**src/rtl/shift_mult_ctrl.sv**
```systemverilog
// shift_mult_ctrl: unsigned N x N shift-and-add multiply sequencer.
// Drives an external combinational left shifter (sh_y = sh_a << sh_b) and
// does one conditional accumulate per multiplier bit. The fixed latency is
// N RUN cycles plus one DONE cycle. Start is accepted only in IDLE.
module shift_mult_ctrl #(
   parameter int N = 4
) (
   input  logic             clk,
   input  logic             rst,
   input  logic             start,
   input  logic [N-1:0]     a,
   input  logic [N-1:0]     b,
   output logic [N-1:0]     sh_a,
   output logic [N-1:0]     sh_b,
   input  logic [2*N-1:0]   sh_y,
   output logic [2*N-1:0]   product,
   output logic             busy,
   output logic             done
);

   // Bit-index width. It is kept at least one bit wide so that N=1 still elaborates.
   localparam int IW = (N > 1) ? $clog2(N) : 1;
   localparam logic [IW-1:0] IDX_LAST = IW'(N - 1);

   typedef enum logic [1:0] {
      ST_IDLE = 2'd0,
      ST_RUN  = 2'd1,
      ST_DONE = 2'd2
   } state_t;

   state_t             state_r, state_s;
   logic [IW-1:0]      idx_r, idx_s;
   logic [N-1:0]       mcand_r, mcand_s;
   logic [N-1:0]       mplier_r, mplier_s;
   logic [2*N-1:0]     acc_r, acc_s;
   logic [2*N-1:0]     product_r, product_s;
   logic               busy_r, busy_s;
   logic               done_r, done_s;
   logic [2*N-1:0]     term_s;
   logic [2*N-1:0]     sum_s;

   // Partial product: the shifted multiplicand when the current multiplier bit is set.
   always_comb begin
      term_s = '0;
      if (state_r == ST_RUN && mplier_r[idx_r]) begin
         term_s = sh_y;
      end else begin
         term_s = '0;
      end
      sum_s = acc_r + term_s;
   end

   // Shifter operands: the multiplicand and bit index in RUN, and zero in all other states.
   always_comb begin
      sh_a = '0;
      sh_b = '0;
      case (state_r)
         ST_RUN: begin
            sh_a = mcand_r;
            sh_b = N'(idx_r);
         end
         ST_IDLE, ST_DONE: begin
            sh_a = '0;
            sh_b = '0;
         end
         default: begin
            sh_a = '0;
            sh_b = '0;
         end
      endcase
   end

   // Next-state and datapath update logic. Outputs are decoded from the next state so that they can be registered.
   always_comb begin
      state_s   = state_r;
      idx_s     = idx_r;
      mcand_s   = mcand_r;
      mplier_s  = mplier_r;
      acc_s     = acc_r;
      product_s = product_r;
      case (state_r)
         ST_IDLE: begin
            if (start) begin
               mcand_s  = a;
               mplier_s = b;
               acc_s    = '0;
               idx_s    = '0;
               state_s  = ST_RUN;
            end else begin
               state_s  = ST_IDLE;
            end
         end
         ST_RUN: begin
            acc_s = sum_s;
            if (idx_r == IDX_LAST) begin
               product_s = sum_s;
               state_s   = ST_DONE;
            end else begin
               idx_s     = idx_r + IW'(1);
            end
         end
         ST_DONE: begin
            state_s = ST_IDLE;
         end
         default: begin
            state_s = ST_IDLE;
         end
      endcase
      busy_s = (state_s != ST_IDLE);
      done_s = (state_s == ST_DONE);
   end

   // State and datapath registers. A synchronous reset aborts any operation in progress.
   always_ff @(posedge clk) begin
      if (rst) begin
         state_r   <= ST_IDLE;
         idx_r     <= '0;
         mcand_r   <= '0;
         mplier_r  <= '0;
         acc_r     <= '0;
         product_r <= '0;
         busy_r    <= 1'b0;
         done_r    <= 1'b0;
      end else begin
         state_r   <= state_s;
         idx_r     <= idx_s;
         mcand_r   <= mcand_s;
         mplier_r  <= mplier_s;
         acc_r     <= acc_s;
         product_r <= product_s;
         busy_r    <= busy_s;
         done_r    <= done_s;
      end
   end

   assign product = product_r;
   assign busy    = busy_r;
   assign done    = done_r;

endmodule

```
**config.mk**
```make
export PLATFORM = sky130hd
export DESIGN_NAME = shift_mult_ctrl
export DESIGN_NICKNAME = d
export VERILOG_FILES = /design/src/rtl/shift_mult_ctrl.sv
export SDC_FILE = /design/constraint.sdc
export NUM_CORES = 1
export LEC_CHECK = 0
export ABC_CLOCK_PERIOD_IN_PS = 5350
export CORE_MARGIN = 1
export CORE_UTILIZATION = 52
export DETAILED_ROUTE_END_ITERATION = 8
export PLACE_DENSITY = 0.8
export SLEW_MARGIN = 10
export SYNTH_ARGS = -nofsm -noshare
export SYNTH_HDL_FRONTEND = slang
export SYNTH_SLANG_ARGS = --single-unit
```
**constraint.sdc**
```tcl
create_clock -name clk -period 5.35 [get_ports clk]
set_clock_uncertainty 0.15 [all_clocks]
set_input_delay 1.07 -clock clk [delete_from_list [all_inputs] [get_ports clk]]
set_output_delay 1.07 -clock clk [all_outputs]
set_load 0.01 [all_outputs]
```
Yosys cells after proc, flatten, opt, wreduce, memory -nomap -nowiden:

Cells that the tools add are included.

* eq/ne operators: 5
* magnitude comparators: 1
* add/subtract/negate cells: 2
* reduce and logical (&&, ||, !) cells: 8
* mux-type cells: 13

Operators by type and width (number)
* 2-to-1 mux 8 bit: 2
* case mux 8 bit (2 select lines): 1
* adder 8 bit: 1
* 2-to-1 mux 2 bit: 4
* case mux 2 bit (2 select lines): 2
* AND reduction 2 bit: 3
* equality test 2 bit, second input constant: 2
* 2-to-1 mux 4 bit: 1
* != test 2 bit, second input constant: 2
* nonzero test 2 bit: 2
* < comparator 2 x 3 -> 1 bit, second input constant: 1
* AND reduction 3 bit: 1
* adder 2 x 1 -> 2 bit, second input constant: 1
* binary-select mux 1 bit (select 2 bit): 1
* equality test 2 x 1 -> 1 bit, second input constant: 1
* zero test 2 bit: 1
* 2-to-1 mux 1 bit: 2
* logical AND 1 bit: 1

* output and inout bits: 18
* register bits: 30

Longest topological paths before layout:

* word-level depth: 6
* gate-level depth with buffers: 10

Worst setup path before layout:

Ideal clock, no wire load.

* kind: input-to-reg
* start point: in sh_y[0]
* end point: reg acc_r[6]
* path slack: 2530 ps
* arrival time: 2552 ps
* stages on the path: 8
* library setup time: 117 ps
* buffers on the path: 0
* data required time: 5083 ps
* path through: and3_2 -> ha_1 -> fa_1 -> a21oi_1 -> o211ai_1 -> a21oi_1 -> xnor2_1 -> a32o_1

* word-level cells in the longest chain between the ends: 3

RTL lines
* start, declared: RTL line 15 `input logic [2*N-1:0] sh_y,`
* 2-to-1 mux 8 bit: RTL line 45 `if (state_r == ST_RUN && mplier_r[idx_r]) begin`
* adder 8 bit: RTL line 50 `sum_s = acc_r + term_s;`
* case mux 8 bit (2 select lines): RTL line 81 `case (state_r)`
* end signal, assigned: RTL line 129 `acc_r <= acc_s;`
* end, declared: RTL line 35 `logic [2*N-1:0] acc_r, acc_s;`

Every way passes these cells.
A chain may end at the register's enable or synchronous reset.

Final worst setup path:

* start point: reg state_r[0]
* end point: out sh_b[0]

* word-level cells in the longest chain between the ends: 2

RTL lines
* start, declared: RTL line 31 `state_t state_r, state_s;`
* start signal, assigned: RTL line 125 `state_r <= state_s;`
* equality test 2 x 1 -> 1 bit: RTL line 57 `case (state_r)`
* 2-to-1 mux 2 bit: RTL line 57
* end, declared: RTL line 14 `output logic [N-1:0] sh_b,`

Every way passes these cells.

==> metrics.txt <==
# TYPE chip_impl_metric gauge
chip_impl_info{name="series_of_cell_instances_along_the_critical_path",value="nor2b_1, and2_2, clkdlybuf4s50_1"} 1
chip_impl_metric{name="vdd_drop_max",unit="V"} 0.000236
chip_impl_info{name="crit-reg2reg-launch",value="idx_r[0]"} 1
chip_impl_metric{name="ys_types",unit=""} 43
chip_impl_metric{name="finish.net_count",unit=""} 228
chip_impl_metric{name="ys.warnings.count",unit=""} 0
chip_impl_metric{name="timing.setup.tns",unit="ns"} 0
chip_impl_metric{name="clock_latency_on_the_worst_skew_pair",unit="ns"} 0.33
chip_impl_metric{name="cts_sinks",unit=""} 30
chip_impl_metric{name="synth-seq-area-share",unit="%"} 39.7
chip_impl_metric{name="post_route_minimum_period",unit="ns"} 3.23
chip_impl_metric{name="grt_first_pass_wirelength",unit="um"} 5440
chip_impl_metric{name="synth-seq-cells",unit=""} 30
chip_impl_metric{name="fp.dieW",unit="um"} 55.9
chip_impl_metric{name="dieHeight",unit="um"} 55.9
chip_impl_metric{name="synth_enable_flop_cells",unit=""} 0
chip_impl_info{name="timing.critical_path.to_type",value="output pin"} 1
chip_impl_metric{name="cp_num_buf_inv",unit=""} 1
chip_impl_metric{name="multiInputGateArea",unit="um2"} 860
chip_impl_metric{name="finalInstanceArea",unit="um2"} 1940
chip_impl_metric{name="route.vias.total",unit=""} 1299
chip_impl_metric{name="ff_latch_area",unit="um2"} 601
chip_impl_metric{name="areaGrowthSynthToFinish",unit="%"} 28.6
chip_impl_metric{name="routed_wl",unit="um"} 3190
chip_impl_metric{name="core_area",unit="um2"} 2760
chip_impl_info{name="mostFrequentLayoutCells",value="sky130_fd_sc_hd__clkdlybuf4s50_1 (34), sky130_fd_sc_hd__dfxtp_1 (30), sky130_fd_sc_hd__nor2_1 (27), sky130_fd_sc_hd__nand2_1 (13), sky130_fd_sc_hd__a21oi_1 (9)"} 1
chip_impl_metric{name="cts_setup_buffers",unit=""} 0
chip_impl_info{name="rsz_0062_raised_after_global_routing",value="false"} 1
chip_impl_info{name="ctsRootBufferMaster",value="sky130_fd_sc_hd__clkbuf_4"} 1
chip_impl_metric{name="power_per_cell_area",unit="nW/um2"} 246
chip_impl_metric{name="clk_pin_slew",unit="ns"} 0.09
chip_impl_metric{name="post-route-drc-count",unit=""} 0
chip_impl_info{name="setup.worst_path.start",value="state_r[0]"} 1
chip_impl_metric{name="setup_viol",unit=""} 0
chip_impl_metric{name="numPortBuffers",unit=""} 34
chip_impl_metric{name="postSynthCellCount",unit=""} 166
chip_impl_metric{name="achievable-frequency",unit="MHz"} 310
chip_impl_metric{name="total_overflow_reported_by_the_global_router",unit=""} 0
chip_impl_metric{name="slew_headroom",unit="%"} 33.7
chip_impl_metric{name="route.antenna.remaining_nets",unit=""} 0
chip_impl_metric{name="drtIter0Drc",unit=""} 42
chip_impl_metric{name="worstMarginPinSlew",unit="ns"} 0.992
chip_impl_metric{name="route.detailed.wl_per_inst",unit="um"} 13.8
chip_impl_metric{name="dp.final_hpwl",unit="um"} 2380
chip_impl_info{name="final_common_cell",value="sky130_fd_sc_hd__clkdlybuf4s50_1"} 1
chip_impl_info{name="status",value="completed"} 1
chip_impl_metric{name="globalplace.congestion",unit=""} 0.862
chip_impl_metric{name="mean_instance_size_in_the_synthesized_netlist",unit="um2"} 9.11
chip_impl_metric{name="worst-path-max-fanout",unit=""} 9
chip_impl_info{name="critical_path_class",value="reg2out"} 1
chip_impl_metric{name="grt.total_usage",unit="%"} 22.7
chip_impl_info{name="worst_hold_startpoint",value="product[0]"} 1
chip_impl_metric{name="htreeDepth",unit=""} 2
chip_impl_metric{name="postPlaceCellArea",unit="um2"} 1860
chip_impl_metric{name="detail_route.first_pass.iterations",unit=""} 4
chip_impl_info{name="cpMaxStageDelayCell",value="sky130_fd_sc_hd__clkdlybuf4s50_1"} 1
chip_impl_metric{name="grt_max_degree",unit=""} 29
chip_impl_metric{name="hold_ws",unit="ns"} 0.308
chip_impl_metric{name="drv_cap",unit=""} 0
chip_impl_metric{name="p_total",unit="uW"} 479
chip_impl_metric{name="maxSlewViolCount",unit=""} 0
chip_impl_metric{name="crit_required",unit="ns"} 4.13
chip_impl_metric{name="initial_core_util",unit="%"} 54.8
chip_impl_metric{name="ios",unit=""} 37
chip_impl_metric{name="antenna_violations_before_repair",unit=""} 0
chip_impl_metric{name="die_area",unit="um2"} 3130
chip_impl_info{name="worst_setup_path_start_kind",value="register"} 1
chip_impl_info{name="hold_class",value="reg2reg"} 1
chip_impl_metric{name="cellLeakagePower",unit="nW"} 0.841
chip_impl_metric{name="placementRows",unit=""} 19
chip_impl_metric{name="worst-endpoint-arrival",unit="ns"} 2.01
chip_impl_metric{name="cpPeakStageDelay",unit="ns"} 0.53
chip_impl_metric{name="cts_hold_repair.buffers",unit=""} 0
chip_impl_metric{name="final_min_period_over_clock_period",unit="%"} 60.3
chip_impl_metric{name="async_flop_share",unit="%"} 0
chip_impl_metric{name="cts-buffers-inserted",unit=""} 5
chip_impl_metric{name="insertedDiodeCount",unit=""} 0
chip_impl_metric{name="vias_in_the_first_global_route",unit=""} 1250
chip_impl_info{name="cts_tree",value="built"} 1
chip_impl_metric{name="drive_gt1_share",unit="%"} 13.0
chip_impl_metric{name="layout.core_utilization",unit="%"} 70.5
chip_impl_info{name="dominantRegCellSynth",value="sky130_fd_sc_hd__dfxtp_1"} 1
chip_impl_info{name="critical_path.top_delay_family",value="simple AND/OR/NAND/NOR gates"} 1
chip_impl_metric{name="cts_resized",unit=""} 0
chip_impl_metric{name="final-hold-violation-count",unit=""} 0
chip_impl_metric{name="via_per_inst",unit=""} 5.62
chip_impl_metric{name="cts_max_path_buffers",unit=""} 2
chip_impl_metric{name="num-fill-cells",unit=""} 228
chip_impl_metric{name="syn-cell-area",unit="um2"} 1510
synthesized netlist by cell type (2+ instances only):
cell type	instances	area share (%)
sky130_fd_sc_hd__a21oi_1	9	3.0
sky130_fd_sc_hd__xnor2_1	3	1.7
sky130_fd_sc_hd__and3_2	7	3.5
sky130_fd_sc_hd__clkbuf_1	6	1.5
sky130_fd_sc_hd__and3_1	2	0.83
sky130_fd_sc_hd__buf_4	2	0.99
sky130_fd_sc_hd__nand2b_1	2	0.83
sky130_fd_sc_hd__o21ai_0	2	0.66
sky130_fd_sc_hd__inv_1	2	0.50
sky130_fd_sc_hd__dfxtp_1	30	40
sky130_fd_sc_hd__and2_1	6	2.5
sky130_fd_sc_hd__ha_1	8	6.6
sky130_fd_sc_hd__a21o_1	2	0.99
sky130_fd_sc_hd__nand3_1	2	0.66
sky130_fd_sc_hd__a22oi_1	7	3.5
sky130_fd_sc_hd__buf_2	2	0.66
sky130_fd_sc_hd__nor2_1	27	6.7
sky130_fd_sc_hd__o211ai_1	2	0.99
sky130_fd_sc_hd__a211oi_1	2	0.99
sky130_fd_sc_hd__mux2i_1	8	5.3
sky130_fd_sc_hd__nand2_1	13	3.2
cells by family after synthesis:
family	Yosys count	synth area share (%)
xor+xnor	5	3.39
compound gates	32	15.4
buf+inv	12	3.64
simple gates	67	22.1
other cells	1	0.248
mux	10	7.53
flops	30	39.7
fa+ha+maj	9	7.95
final timing paths:
path	endpoint	slack (ns)	cells past startpoint
min	product[0]	0.31	2
min reg2reg	product[0]	0.31	2
max	sh_b[0]	2.12	3
max reg2reg	acc_r[6]	2.33	9
per-layer routing:
metal	global-route usage, %	up-vias	wire, um	share of wire [%]
met1	25.4	606	1310	41
li1	-	644	-	-
met5	0	-	0	0
met4	12.5	0	84	2.6
met2	38.2	38	1620	51
met3	7.44	11	172	5.4
stage by stage:
step                setup WS, ns  cells
floorplan                   2.53    167
global placement            2.05    224
detailed placement          1.99    224
CTS                         2.10    231
global route                1.92    231
finish                      2.12    231
where the power goes:
| part | leakage [nW] | total (mW) | internal (mW) | switching [mW] |
|---|---|---|---|---|
| sequential | 0.244 | 0.234 | 0.230 | 0.00470 |
| combinational | 0.553 | 0.0573 | 0.0307 | 0.0266 |
| clock | 0.0443 | 0.187 | 0.109 | 0.0782 |
| total | 0.841 | 0.479 | 0.369 | 0.109 |
layout make-up:
class,count,area share (%)
Timing Repair Buffer,36,18.3
Sequential cell,30,30.9
Multi-Input combinational cell,125,44.2
Clock buffer,6,2.64
Clock inverter,1,1.55
Inverter,2,0.386
Tap cell,31,2.00
worst register-to-register path, cell delays in order, from the launching register on:
cell	delay [ns]
sky130_fd_sc_hd__dfxtp_1	0.42
sky130_fd_sc_hd__mux4_2	0.62
sky130_fd_sc_hd__and3_2	0.25
sky130_fd_sc_hd__ha_1	0.22
sky130_fd_sc_hd__fa_1	0.42
sky130_fd_sc_hd__a21oi_1	0.21
sky130_fd_sc_hd__o211ai_1	0.11
sky130_fd_sc_hd__a21oi_1	0.20
sky130_fd_sc_hd__xnor2_1	0.10
sky130_fd_sc_hd__a32o_1	0.22
state kept, by name, summed over array words and instances (netlist names):
name and cells:
busy 1, idx_r 2, done 1, mplier_r 4, acc_r 8, state_r 2
mcand_r 4, product 8
(Power assumes the default switching activity.)
==> patch (same flow settings) <==
Encoding of `state_t`: now one-hot (3 bits for 3 states).
--- a/src/rtl/shift_mult_ctrl.sv
+++ b/src/rtl/shift_mult_ctrl.sv
@@ -23,8 +23,8 @@
    localparam logic [IW-1:0] IDX_LAST = IW'(N - 1);
 
-   typedef enum logic [1:0] {
-      ST_IDLE = 2'd0,
-      ST_RUN  = 2'd1,
-      ST_DONE = 2'd2
+   typedef enum logic [2:0] {
+      ST_IDLE = 3'b001,
+      ST_RUN  = 3'b010,
+      ST_DONE = 3'b100
    } state_t;
 
Formal check against the unedited RTL: no difference found for any inputs over 10 cycles, from zero or initial values and one cycle with rst high; not proved beyond that.
==> patch against the unedited design <==
Final area down 0.97%. Worst setup slack better by 76 ps. Synthesized area up 1.2%. Sequential share of layout area up 1.3 points. Cell count up 5.2%. Routed wire length up 5.9%. Synthesized cell count up 7.2%. Via count up 5.8%. Power down 15%. Sequential cell count up 1. Largest power group unchanged.
==> patch: results (changes against the unedited design) <==
HPWL Detailed = 2350 um (was 2380 um)
Cell variety after synth = 35 (was 43)
RePlAce Congestion = 0.840 (was 0.862)
WL final = 3370 um (was 3190 um)
Rel. slew slack = 20.9% (was 33.7%)
Iter 0 DRT Violations = 29 (was 42)
outcome = finished clean (unchanged)
GRT Resource Usage Total = 23.8% (was 22.7%)
hold endpoint = product[0]$_SDFFE_PP0P_ (unchanged)
leading post-synthesis cells by cell area = dfxtp_1 41%, nand2_1 7.1%, a21oi_1 6.5% (was dfxtp_1 40%, nor2_1 6.7%, ha_1 6.6%)
Via density = 5.65 (was 5.62)
ys flop type = dfxtp_1 (unchanged)
number of global-route vias before repair = 1353 (was 1250)
post-place setup slack = 1940 ps (was 1990 ps)
register area share after synthesis = 40.6% (was 39.7%)
CP max FO = 8 (was 9)
# nets final = 239 (was 228)
synth cell count leaders = 31 x dfxtp_1, 29 x nand2_1, 20 x a21oi_1, 20 x nor2_1 (was 30 x dfxtp_1, 27 x nor2_1, 13 x nand2_1)
P_leak = 0.763 nW (was 0.841 nW)
largest net degree at the start of global routing = 36 (was 29)
Arrival @ worst endpoint = 3240 ps (was 2010 ps)
first-pass GRT wire length = 5770 um (was 5440 um)
share of cells above drive strength 1 = 9.91% (was 13.0%)
Root Driver = clkbuf_4 (unchanged)
FILL cells = 239 (was 228)
DRC viols = 0 (unchanged)
dpl cell area = 1870 um2 (was 1860 um2)
r2r setup slk = 2200 ps (was 2330 ps)
Synth async-reset ratio = 0% (unchanged)
Worst Hold Margin = 309 ps (was 308 ps)
## patch: layout make-up
| cell class | count | share of cell area [%] |
|---|---|---|
| inverters | 1 | 0.195 |
| multi-input cells | 137 | 44.9 |
| flip-flops and latches | 31 | 32.2 |
| clock buffers | 7 | 2.34 |
| repair buffers | 35 | 18.1 |
| well taps | 31 | 2.02 |
| clock inverters | 1 | 0.260 |
## patch: critical path, stage by stage (launching register included)
cell and delay, ps:
dfxtp_1 430, mux4_2 640, and3_2 260, ha_1 220
fa_1 430, a211oi_1 260, o21bai_1 130, a21oi_1 290
or4_1 160, nand3_1 60
## patch: where the power goes
group          switching [mW]  internal (mW)
Sequential            0.00301          0.236
Clock                  0.0791         0.0511
Combinational          0.0202         0.0193
## patch: cell families (layout without fill, tap and decap cells)
logic type,count (synthesis),after routing,share of synthesized area [%]
AO/OA/AOI/OAI,39,39,16.0
buffers and inverters,11,44,3.19
other,1,2,0.245
XOR/XNOR,6,6,3.93
adder cells (fa/ha/maj),9,9,7.86
AND/OR/NAND/NOR,80,80,26.8
flip-flops,31,31,40.6
multiplexers,1,1,1.47
## patch: per-stage QoR
stage | util, % | std cells
2_1_floorplan | - | 179
3_3_place_gp | 67.4 | 235
3_5_place_dp | 67.4 | 235
4_1_cts | 69.2 | 243
5_1_grt | 69.2 | 243
6_report | 69.2 | 243
## patch: metal layers
metal	track usage, %	wire, um
met5	0	0
met4	11.5	118
met3	9.07	211
met2	38.3	1520
met1	27.8	1530
## patch: worst max-delay path by stage
stage | start | end | slack, ps | depth (start not counted)
after floorplan | sh_y[0] | acc_r[6]$_SDFFE_PP0P_ | 2550 | 8
after global placement | sh_y[0] | acc_r[6]$_SDFFE_PP0P_ | 2060 | 9
after detailed placement | sh_y[0] | acc_r[6]$_SDFFE_PP0P_ | 1940 | 9
after CTS | idx_r[0]$_SDFFE_PP0P_ | acc_r[6]$_SDFFE_PP0P_ | 2230 | 9
after global routing | idx_r[0]$_SDFFE_PP0P_ | product[6]$_SDFFE_PP0P_ | 2020 | 9
final | idx_r[0]$_SDFFE_PP0P_ | acc_r[6]$_SDFFE_PP0P_ | 2200 | 9
